## src/rtl/square_pipelined_pkg.sv

```systemverilog
// Shared helpers for the pipelined squarer.
// out_bits(): width of the exact square of an in_bits-wide unsigned operand.
package square_pipelined_pkg;

  function automatic int out_bits(input int in_bits);
    return 2 * in_bits;
  endfunction

endpackage

```

## src/rtl/square_pipelined_stage.sv

```systemverilog
// One shift-add stage of the pipelined squarer.
// Adds partial product (x[STAGE] ? x << STAGE : 0) to the incoming accumulator.
// Ports:
//   clk, reset_n         clock, async active-low reset
//   advance              global enable; every register holds when low
//   valid_in/x_in/acc_in previous stage contents (stage 0: start/value/0)
//   valid_out/x_out/acc_out registered stage contents
module square_stage
  import square_pipelined_pkg::*;
#(
  parameter int INPUT_BITS = 16,
  parameter int STAGE      = 0,
  localparam int OUTPUT_BITS = out_bits(INPUT_BITS)
) (
  input  logic                   clk,
  input  logic                   reset_n,
  input  logic                   advance,
  input  logic                   valid_in,
  input  logic [INPUT_BITS-1:0]  x_in,
  input  logic [OUTPUT_BITS-1:0] acc_in,
  output logic                   valid_out,
  output logic [INPUT_BITS-1:0]  x_out,
  output logic [OUTPUT_BITS-1:0] acc_out
);

  logic                   r_valid;
  logic [INPUT_BITS-1:0]  r_x;
  logic [OUTPUT_BITS-1:0] r_acc;
  logic [OUTPUT_BITS-1:0] w_pp;

  // Zero-extend before shifting so no operand bits fall off the top.
  assign w_pp = x_in[STAGE] ? (OUTPUT_BITS'(x_in) << STAGE) : '0;

  always_ff @(posedge clk or negedge reset_n) begin
    if (!reset_n) begin
      r_valid <= 1'b0;
      r_x     <= '0;
      r_acc   <= '0;
    end else if (advance) begin
      r_valid <= valid_in;
      r_x     <= x_in;
      r_acc   <= acc_in + w_pp;
    end
  end

  assign valid_out = r_valid;
  assign x_out     = r_x;
  assign acc_out   = r_acc;

endmodule

```

## src/rtl/square_pipelined.sv

```systemverilog
// Pipelined unsigned squarer: one operand per cycle, exact square after
// INPUT_BITS cycles. A single global advance freezes every stage when the
// last stage holds an unconsumed result (bubbles are not squeezed out).
// Ports:
//   clk, reset_n  clock, async active-low reset
//   start, value  operand valid / operand, taken when start && in_ready
//   in_ready      pipeline advances this cycle
//   out_ready     downstream takes square this cycle
//   data_valid    square holds a valid result
//   square        value*value, 2*INPUT_BITS wide
module square_pipelined
  import square_pipelined_pkg::*;
#(
  parameter int INPUT_BITS = 16,
  localparam int OUTPUT_BITS = out_bits(INPUT_BITS)
) (
  input  logic                   clk,
  input  logic                   reset_n,
  input  logic                   start,
  input  logic [INPUT_BITS-1:0]  value,
  output logic                   in_ready,
  input  logic                   out_ready,
  output logic                   data_valid,
  output logic [OUTPUT_BITS-1:0] square
);

  // Index 0 is the pipe input, index k+1 is the output of stage k.
  logic [INPUT_BITS:0]                  w_vld_pipe;
  logic [INPUT_BITS:0][INPUT_BITS-1:0]  w_x_pipe;
  logic [INPUT_BITS:0][OUTPUT_BITS-1:0] w_acc_pipe;
  logic                                 w_advance;
  logic                                 w_unused;

  assign w_advance     = !w_vld_pipe[INPUT_BITS] || out_ready;
  assign in_ready      = w_advance;

  assign w_vld_pipe[0] = start;
  assign w_x_pipe[0]   = value;
  assign w_acc_pipe[0] = '0;

  for (genvar k = 0; k < INPUT_BITS; k++) begin : g_stage
    square_stage #(
      .INPUT_BITS(INPUT_BITS),
      .STAGE     (k)
    ) u_stage (
      .clk      (clk),
      .reset_n  (reset_n),
      .advance  (w_advance),
      .valid_in (w_vld_pipe[k]),
      .x_in     (w_x_pipe[k]),
      .acc_in   (w_acc_pipe[k]),
      .valid_out(w_vld_pipe[k+1]),
      .x_out    (w_x_pipe[k+1]),
      .acc_out  (w_acc_pipe[k+1])
    );
  end

  // The operand copy leaving the last stage has no consumer.
  assign w_unused   = ^w_x_pipe[INPUT_BITS];

  assign data_valid = w_vld_pipe[INPUT_BITS];
  assign square     = w_acc_pipe[INPUT_BITS];

endmodule

```

## config.mk

```make
export PLATFORM = sky130hd
export DESIGN_NAME = square_pipelined
export DESIGN_NICKNAME = d
export VERILOG_FILES = /design/src/rtl/square_pipelined_pkg.sv /design/src/rtl/square_pipelined_stage.sv /design/src/rtl/square_pipelined.sv
export SDC_FILE = /design/constraint.sdc
export NUM_CORES = 2
export LEC_CHECK = 0
export CAP_MARGIN = 20
export CORE_MARGIN = 5
export CORE_UTILIZATION = 60
export DETAILED_ROUTE_END_ITERATION = 10
export GPL_TIMING_DRIVEN = 0
export PLACE_DENSITY = 0.74
export SYNTH_ARGS = -nofsm -noshare
export SYNTH_HDL_FRONTEND = slang
export SYNTH_SLANG_ARGS = --single-unit
```

## constraint.sdc

```tcl
create_clock -name clk -period 7.47 [get_ports clk]
set_input_delay 1.494 -clock clk [delete_from_list [all_inputs] [get_ports clk]]
set_output_delay 1.494 -clock clk [all_outputs]
set_load 0.02 [all_outputs]
```

==> metrics.txt <==
Antenna Nets Post-Route=0; footprint of the multi-input gates=18,220 um^2; Worst slew margin=18.24%; clk_lat worst skew=0.62 ns; endpoints failing setup=0; Row Count=88; Pint=10.64 mW; CTS tree=yes; Setup crit start kind=primary input; Yosys reg bits=632; top-count cell post-synth=nand2_1; CP required=5.98 ns; Hold Buf Count CTS=0; Max Freq=151.3 MHz; first-pass GRT wire length=158,700 um; YS warnings=0; Combinational Power Share=46.1%; Max Slew Vio Count=0; core footprint=57,590 um^2; clk sink count=632; DIE AREA=63,040 um^2; status=finished clean; Register-to-Register Path Depth=8; total gr overflow=0; Final HPWL DP=73,360 um; Final Core Density=67.58%; die height=251.1 um; overall routing resource usage=31.59%; Pleak=19.29 nW; max-cap viol count=0; Crit Path Class=in -> out; post-synthesis async set-or-reset flop share=100.0%; CTS Buf Count=71; main area contributors after synthesis=dfrtp_1 (45%), nand2_1 (15%), ha_1 (8.6%), and2_1 (4.3%), a21oi_1 (3.4%); setup TNS=0 ns; Synth top cells by count=nand2_1 (1,393), dfrtp_1 (632), and2_1 (241); post-CTS setup buffers=0; EDFF count, synth=0; pin count of the biggest net entering global routing=123; worst hold stages=2; Main synth FF type=dfrtp_1; Place WS=0.6937 ns; Clk network pwr share=19.6%; Die Wd=251.1 um; fin worst setup slack=0.8607 ns; CP arrival=5.12 ns; vias in the first global route=28,928; share of layout cells above drive strength 1=3.056%; clk root buf=clkbuf_16; H-tree depth=3; min-delay worst type=reg -> reg; clock skew=0.02534 ns; wire per inst=19.97 um; Fill cells=4,848; minimum clock period=6.609 ns; post-synth top area share=45.36%; Yosys top cell by area=dfrtp_1; DRC marker count from the first detailed-route iteration=2,504; endpoint type of the worst setup path=output port; synth unique cells=69; register area=15,820 um^2; worst vdd ir=0.2895 mV; syn nets=4,349; global placement routability congestion=0.9545; post-CTS sizing=0; maximum fanout along the worst path=10; Routed WL=100,200 um; drt pass-1 iters=5; Vias=29,240; Sw Share=42.84%; Residual DRC=0; mean number of vias per cell=5.825; syn_area_per_cell=8.557 um^2; synthesized area=34,870 um^2; Ports=54; clk buf depth=3; worst slew pin tran=1.226 ns; P_sw=7.973 mW; initial antenna violation count=1; initial core utilization=60.55%; Mapped Cells=4,075; Power Dens Cells=478.3 nW/um^2; final net count=4,481; Port Buf Inserts=52; Final Hold Fails=0; area grow syn2layout=11.60%; unrepaired setup endpoints after global routing=false; period utilization=88.48%; sequential fraction of the synthesis area=45.36%; Seq pwr share=34.3%; clk slew on worst S/H paths=0.06 ns; flop2flop setup slack=3.14 ns
-- sequential cells by signal, indices dropped and copies added, names as in the netlist --
name and count:
g_stage.u_stage.valid_out 16, g_stage.u_stage.x_out 240, g_stage.u_stage.acc_out 376
-- power groups by stage --
stage          clock network (mW)  registers [mW]  logic, mW
2_1_floorplan                   0            5.92       6.14
3_3_place_gp                    0            6.41       8.24
3_5_place_dp                    0            6.41       8.42
4_1_cts                      3.67            6.36       8.51
5_1_grt                      3.82            6.54       9.56
6_report                     3.64            6.39       8.58
-- worst max-delay path, stage by stage --
cell and delay, ns:
clkdlybuf4s50_1 0.46, nor2b_1 0.04, clkbuf_1 0.50, inv_2 0.46, clkbuf_1 0.67, clkbuf_1 0.59
buf_6 0.26, clkdlybuf4s50_1 0.62
-- logic make-up after synthesis --
logic type / count (synthesis) / share of synthesized area (%)
compound gates: 754 / 13.35
xor+xnor: 170 / 4.270
fa+ha+maj: 254 / 9.437
buf+inv: 222 / 2.390
flops: 632 / 45.36
mux: 4 / 0.1220
simple gates: 2039 / 25.08
-- layer usage --
metal	track usage, %	share of wire [%]	wire length, um
met4	14.39	5.1	5160
met5	0	0.015	15
met1	41.29	42	41990
met2	52.74	48	47750
met3	4.480	5.3	5314
-- cells in the final DEF, fill, tap and decap left out, types with 74 or more instances in the layout --
cell type | synthesis | layout
nand2_1 | 1393 | 1393
dfrtp_1 | 632 | 632
and2_1 | 241 | 241
ha_1 | 239 | 239
a21oi_1 | 234 | 234
nor2_1 | 187 | 187
clkbuf_1 | 155 | 169
o21ai_1 | 165 | 165
xnor2_1 | 102 | 102
clkbuf_16 | 0 | 74
-- final cells by class --
class	instances	share of cell area, %
clock inverters	20	0.8424
repair buffers	59	1.772
clock buffers	100	5.318
diodes	1	0.006430
plain buffers	172	1.659
multi-input cells	3221	46.82
inverters	50	0.4823
well taps	765	2.460
flip-flops and latches	632	40.64
-- per-stage QoR --
step / hold WS (ns) / area (um^2) / total power [mW] / cells
detailed placement: 0.4522 / 36500 / 14.83 / 4898
floorplan: 0.4300 / 34870 / 12.07 / 4075
global placement: 0.4421 / 36350 / 14.64 / 4892
CTS: 0.4649 / 38900 / 18.55 / 5018
global route: 0.4783 / 38910 / 19.92 / 5019
finish: 0.4615 / 38910 / 18.61 / 5020
-- worst paths after layout --
check,start,end
hold / removal,g_stage[15].u_stage.acc_out[16]$_DFFE_PN0P_,g_stage[15].u_stage.acc_out[16]$_DFFE_PN0P_
setup reg to reg,g_stage[15].u_stage.valid_out$_DFFE_PN0P_,g_stage[15].u_stage.acc_out[2]$_DFFE_PN0P_
max in group asynchronous,reset_n,g_stage[5].u_stage.acc_out[4]$_DFFE_PN0P_
min in group asynchronous,reset_n,g_stage[10].u_stage.acc_out[19]$_DFFE_PN0P_
hold reg to reg,g_stage[15].u_stage.acc_out[16]$_DFFE_PN0P_,g_stage[15].u_stage.acc_out[16]$_DFFE_PN0P_
setup / recovery,out_ready,in_ready
No activity file was read; power rests on OpenSTA's default activity.
